### src/rtl/clyde_inv_sbox_stage.sv
// rtl/clyde_inv_sbox_stage.sv - Clyde-128 inverse S-box layer plus tweakey XOR, two-stage valid/ready pipeline
// Optional one-entry input skid buffer enabled by defining CLYDE_INVS_SKID_EN.
module clyde_inv_sbox_stage #(
    parameter int DW    = 128,
    parameter int CNT_W = 16
) (
    input  logic             clk,
    input  logic             rst,
    input  logic             in_valid,
    output logic             in_ready,
    input  logic [DW-1:0]    in_state,
    input  logic [DW-1:0]    in_tk,
    input  logic             in_last,
    output logic             out_valid,
    input  logic             out_ready,
    output logic [DW-1:0]    out_state,
    output logic             out_last,
    output logic [CNT_W-1:0] beat_cnt
);

    generate
        if (DW != 128) begin : g_dw_check
            $error("clyde_inv_sbox_stage: DW must be 128");
        end
    endgenerate

    // Rows y0..y3 sit MSB-first; the evaluation order below is what makes this the exact inverse.
    function automatic logic [127:0] inv_sbox(input logic [127:0] y);
        logic [31:0] x0, x1, x2, x3;
        x3 = y[63:32]  ^ (y[127:96] & y[95:64]);
        x0 = y[31:0]   ^ (y[95:64]  & x3);
        x1 = y[127:96] ^ (x3 & x0);
        x2 = y[95:64]  ^ (x0 & x1);
        return {x0, x1, x2, x3};
    endfunction

    logic          s1_valid;
    logic          s2_valid;
    logic [DW-1:0] s1_state;
    logic [DW-1:0] s1_tk;
    logic          s1_last;
    logic          s2_load;
    logic          s1_load;
    logic [DW-1:0] src_state;
    logic [DW-1:0] src_tk;
    logic          src_last;

    assign s2_load = s1_valid & (~s2_valid | out_ready);

`ifdef CLYDE_INVS_SKID_EN
    logic          skid_full;
    logic [DW-1:0] skid_state;
    logic [DW-1:0] skid_tk;
    logic          skid_last;
    logic          s1_room;
    logic          in_take;

    assign s1_room  = ~s1_valid | s2_load;
    assign in_ready = ~skid_full;
    assign in_take  = in_valid & ~skid_full;
    // A parked beat always wins S1 so ordering is preserved; input is blocked meanwhile.
    assign s1_load   = skid_full ? s1_room : (in_take & s1_room);
    assign src_state = skid_full ? skid_state : in_state;
    assign src_tk    = skid_full ? skid_tk : in_tk;
    assign src_last  = skid_full ? skid_last : in_last;

    always_ff @(posedge clk) begin
        if (rst) begin
            skid_full <= 1'b0;
        end else if (skid_full & s1_room) begin
            skid_full <= 1'b0;
        end else if (in_take & ~s1_room) begin
            skid_full <= 1'b1;
        end
    end

    always_ff @(posedge clk) begin
        if (in_take & ~s1_room) begin
            skid_state <= in_state;
            skid_tk    <= in_tk;
            skid_last  <= in_last;
        end
    end
`else
    assign in_ready  = ~s1_valid | s2_load;
    assign s1_load   = in_valid & in_ready;
    assign src_state = in_state;
    assign src_tk    = in_tk;
    assign src_last  = in_last;
`endif

    always_ff @(posedge clk) begin
        if (s1_load) begin
            s1_state <= inv_sbox(src_state);
            s1_tk    <= src_tk;
            s1_last  <= src_last;
        end
    end

    always_ff @(posedge clk) begin
        if (rst) begin
            s1_valid  <= 1'b0;
            s2_valid  <= 1'b0;
            out_state <= '0;
            out_last  <= 1'b0;
            beat_cnt  <= '0;
        end else begin
            if (s1_load) begin
                s1_valid <= 1'b1;
            end else if (s2_load) begin
                s1_valid <= 1'b0;
            end
            if (s2_load) begin
                s2_valid  <= 1'b1;
                out_state <= s1_state ^ s1_tk;
                out_last  <= s1_last;
            end else if (out_ready) begin
                s2_valid <= 1'b0;
            end
            if (s2_valid & out_ready) begin
                beat_cnt <= beat_cnt + CNT_W'(1);
            end
        end
    end

    assign out_valid = s2_valid;

endmodule

### config.mk
export PLATFORM = sky130hd
export DESIGN_NAME = clyde_inv_sbox_stage
export DESIGN_NICKNAME = d
export VERILOG_FILES = /design/src/rtl/clyde_inv_sbox_stage.sv
export SDC_FILE = /design/constraint.sdc
export NUM_CORES = 1
export LEC_CHECK = 0
export ABC_CLOCK_PERIOD_IN_PS = 15450
export CAP_MARGIN = 20
export CORE_UTILIZATION = 60
export DETAILED_ROUTE_END_ITERATION = 7
export DONT_BUFFER_PORTS = 1
export PLACE_DENSITY = 0.76
export SYNTH_ARGS = -nofsm -noshare
export SYNTH_HDL_FRONTEND = slang
export SYNTH_SLANG_ARGS = --single-unit
export TNS_END_PERCENT = 30
### constraint.sdc
create_clock -name clk -period 15.45 [get_ports clk]
set_input_delay 0.7725 -clock clk [delete_from_list [all_inputs] [get_ports clk]]
set_output_delay 0.7725 -clock clk [all_outputs]
set_load 0.1 [all_outputs]
### Yosys cells after proc, flatten, opt, wreduce, memory -nomap -nowiden

Cells that the tools add are included.

* logic and storage cells: 31
* memory bits (writable): 0
* output and inout bits: 147
* ROM bits: 0
* bits in latches: 0
* memories kept: 0
* bits in registers: 404
* input port bits: 261

* muxes and demuxes: 4
* add/subtract/negate cells: 1
* magnitude comparators: 0
* equal/unequal tests: 0
* reductions and logical operators: 2
* divide/modulo/power cells: 0
* bitwise gates (word level): 16
* $mul: 0
* shift-type cells: 0

Operators with widths (number)
* bitwise AND 32 bit: 4
* bitwise XOR 128 bit: 1
* bitwise XOR 32 bit: 4
* adder 16 x 1 -> 16 bit (second input constant): 1
* two-way mux 1 bit: 4
* nonzero test 2 bit: 2
* bitwise AND 1 bit: 3
* inverter 1 bit: 2
* bitwise OR 1 bit: 2

### Depth between registers and ports, before layout

* word-level depth: 8
* gate-level depth with buffers: 7
* depth with buffers taken out: 5

### Worst setup path after synthesis

No wires, ideal clock.

* path kind: reg-to-reg
* start point: register s2_valid (netlist: out_valid)
* end point: register s1_last (enable)
* buffers on the path: 0
* library setup time: 649 ps
* data required time: 14801 ps
* data arrival time: 7543 ps
* stages on the path, launching flop included: 4
* clock period less this slack: 8191 ps
* setup slack: 7259 ps
* cells stage by stage: dfxtp_1 -> nor2b_4 -> nand2_1 -> and2_1

* longest elaborated chain between the ends: 5

Ends and longest elaborated chain
* start, declared: RTL line 38 `logic s2_valid;`
* start signal, assigned: RTL line 103 `s2_valid <= 1'b0;`
* start signal, assigned: RTL line 114 `s2_valid <= 1'b1;`
* start signal, assigned: RTL line 118 `s2_valid <= 1'b0;`
* inverter 1 bit: RTL line 48 `assign s2_load = s1_valid & (~s2_valid | out_ready);`
* bitwise OR 1 bit: RTL line 48
* bitwise AND 1 bit: RTL line 48
* bitwise OR 1 bit: RTL line 85 `assign in_ready = ~s1_valid | s2_load;`
* net in_ready: RTL line 10 `output logic in_ready,`
* bitwise AND 1 bit: RTL line 86 `assign s1_load = in_valid & in_ready;`
* net s1_load: RTL line 43 `logic s1_load;`
* end signal, assigned: RTL line 96 `s1_last <= src_last;`
* end, declared: RTL line 41 `logic s1_last;`

The timed path passes the listed nets, and every way through them passes these cells.
A chain may end at the register's enable or synchronous reset.

### Worst setup path after layout

* start point: register s2_valid (netlist: out_valid)
* end point: register s1_state[99] (enable)

* longest elaborated chain between the ends: 5

Ends and longest elaborated chain
* inverter 1 bit: RTL line 48
* bitwise OR 1 bit: RTL line 48
* bitwise AND 1 bit: RTL line 48
* bitwise OR 1 bit: RTL line 85
* net in_ready: RTL line 10
* bitwise AND 1 bit: RTL line 86
* net s1_load: RTL line 43
* end signal, assigned: RTL line 94 `s1_state <= inv_sbox(src_state);`
* end, declared: RTL line 39 `logic [DW-1:0] s1_state;`

The timed path passes the listed nets, and every way through them passes these cells.

==> flow_summary.ini <==
[status]
status = finished clean

[timing]
finClkSkew_ns = 0.0127
setup_viol = 0
period_minus_slack_ns = 4.35
rsz0062_at_grt = no
finalSetupTns_ns = 0
max_freq_ghz = 0.230
fin_crit_sh_pct = 28.1
maxSlewViolCount = 0
slew_headroom_pct = 23.3
worstMarginPinSlew_ns = 1.15
hold_violations = 0

[yosys]
synth_ff_type = edfxtp_1
synth_commonest_cells = edfxtp_1 (257), xnor2_1 (203), nor2_1 (150)
synth-seq-cells = 404
synth_top_area_share_pct = 44.8
yosys_warnings = 0
synth_cells = 1297
yosysTopAreaCell = edfxtp_1
synth_most_common_cell = edfxtp_1
ys_seq_area_share_pct = 62.0
yosys.area_share.adder_pct = 0.0727
syn_area_um2 = 17200
synthArstFlopShare_pct = 0
synth.area.top_cells = edfxtp_1 (45%), dfxtp_1 (17%), xnor2_1 (10%)
muxShareOfSynthArea_pct = 4.08
synth_top_family_by_area = compound AO/OA/AOI/OAI gates
syn_nets = 1559
synth_compound_area_share_pct = 14.3
synth_xor_area_share_pct = 10.4
synth-simple-area-share_pct = 6.66
synthDistinctLibCells = 34
syn_area_per_cell_um2 = 13.3
synth_edf_count = 257

[layout]
fillers = 2026
drive_gt1_share_pct = 18.1
syn_to_final_growth_pct = 9.02
fin_nets = 1532
utilization_pct = 67.0

[cts]
root_buffer = clkbuf_16
tritoncts = built
cts_setup_buffers = 0
h-tree-depth = 2
cts_buffers = 42
path_clk_slew_ns = 0.06
cts_buffer_depth = 3
cts_resized = 0
holdBufCountCts = 0
cts.sinks = 404
clk_latency_ns = 0.52

[global_routing]
grt_overflow = 0
grt_pass1_vias = 9347
grt_max_degree = 150
track_usage_pct = 22.2
antenna_found_initial = 12
grt_pass1_wl_um = 49800

[detailed_routing]
routed.top_layer = met5
avgViaCountPerCell = 5.81
routed_wirelength_um = 34100
dr_wl_met2_um = 17200
dr.pass1.iters = 4
drc = 0
drt_iter0_drc = 563
post_drt_wl_per_cell_um = 20.2
wl_met1_um = 11600
vias = 9830
ant_nets = 0
wl_met3_um = 4250

[floorplan]
ios = 408
fp.dieW_um = 171
dieArea_um2 = 29400
core_region_area_um2 = 28000
fp-row-count = 61
start_util_pct = 61.4
dieHeight_um = 171

[power]
ir_drop_mv = 0.107
pwr_density_cell_nw_per_um2 = 142
leakage_uw = 0.00614

[setup_path]
cp-start-kind = flop
worstPathMaxFanout = 76
timing.rr.end = s1_state[99]$_DFFE_PP_
required_ns = 15.59
r2r_slack_ns = 11.10
crit_arrival_ns = 4.49
reg2reg_depth = 5
end_kind = flop
critical_path_class = flop to flop
r2r-start = out_valid$_SDFFE_PP0P_

[placed_design]
post-dp-hpwl_um = 23400
gp_congestion = 0.802
port_buffers = 0

[job]
max_cap_viol_count = 0

[worst_hold_path]
min_from = rst
hold_path.class = input pin to flop
hold_end = out_valid$_SDFFE_PP0P_
hold_depth = 1
how the worst max path moves through the flow:
stage          slack (ns)                     end              startpoint  cells after the start
5_1_grt             10.93   s1_state[0]$_DFFE_PP_  out_valid$_SDFFE_PP0P_                      5
6_report            11.10  s1_state[99]$_DFFE_PP_  out_valid$_SDFFE_PP0P_                      5
2_1_floorplan        7.26       s1_last$_DFFE_PP_  out_valid$_SDFFE_PP0P_                      3
4_1_cts             11.09     s1_tk[99]$_DFFE_PP_  out_valid$_SDFFE_PP0P_                      5
3_5_place_dp        11.08      s1_tk[3]$_DFFE_PP_  out_valid$_SDFFE_PP0P_                      5
3_3_place_gp        11.16      s1_tk[0]$_DFFE_PP_  out_valid$_SDFFE_PP0P_                      5
state kept, by name, indices dropped and copies added, names as in the netlist:
signal and flops:
out_valid 1, out_last 1, s1_tk 128, s1_last 1, beat_cnt 16, s1_state 128, out_state 128, s1_valid 1
through the flow:
stage | setup WS (ns) | area (um^2) | power [uW] | instances | hold WS [ns]
4_1_cts | 11.09 | 18700 | 2680 | 1680 | 0.300
2_1_floorplan | 7.26 | 17200 | 1670 | 1297 | 0.456
5_1_grt | 10.93 | 18800 | 2750 | 1690 | 0.296
3_5_place_dp | 11.08 | 17300 | 1680 | 1603 | 0.477
6_report | 11.10 | 18800 | 2660 | 1693 | 0.330
3_3_place_gp | 11.16 | 17300 | 1670 | 1603 | 0.470
cells in the final DEF, fill, tap and decap left out, types with 28 or more instances in the layout:
| master | synthesis | final |
|---|---|---|
| a211oi_1 | 28 | 28 |
| a211oi_2 | 100 | 100 |
| a21oi_1 | 35 | 35 |
| clkbuf_16 | 0 | 45 |
| dfxtp_1 | 147 | 147 |
| edfxtp_1 | 257 | 257 |
| mux2_2 | 33 | 33 |
| mux2i_1 | 33 | 33 |
| nand2_1 | 70 | 70 |
| nand3_1 | 35 | 35 |
| nor2_1 | 150 | 150 |
| o21a_1 | 31 | 31 |
| o221a_2 | 31 | 31 |
| o22ai_1 | 32 | 32 |
| xnor2_1 | 203 | 203 |
layout make-up:
class	instances	area, um^2	share of cell area (%)
clock inverter	23	209	1.11
tap	378	473	2.52
inverter	5	18.8	0.100
sequential	404	10700	56.8
timing repair buffer	7	72.6	0.387
antenna	12	30.0	0.160
multi-input combinational	810	6120	32.6
clock buffer	54	1180	6.29
where the power goes:
part           internal [uW]  total [uW]  switching [uW]
registers               1240        1470             231
logic                   98.4         191            92.6
clock network            605         998             393
total                   1940        2660             716
cell families (layout without fill, tap and decap cells):
family          Yosys count  count (layout)
simple gates            276             276
xor+xnor                205             205
other cells               0              12
fa+ha+maj                 1               1
compound gates          262             262
flops                   404             404
mux                      66              66
buf+inv                  83              89
layer usage:
| layer | track usage, % | vias to the layer above |
|---|---|---|
| li1 | - | 4715 |
| met1 | 22.3 | 4711 |
| met2 | 38.8 | 326 |
| met3 | 11.5 | 76 |
| met4 | 8.70 | 2 |
| met5 | 0 | - |
worst max-delay path: stages, from the launching register on:
cell	delay, ns
dfxtp_1	0.66
nor2b_4	0.31
nand2_1	0.69
and2_4	0.58
buf_4	0.84
buf_4	0.78
(Power assumes the default switching activity.)
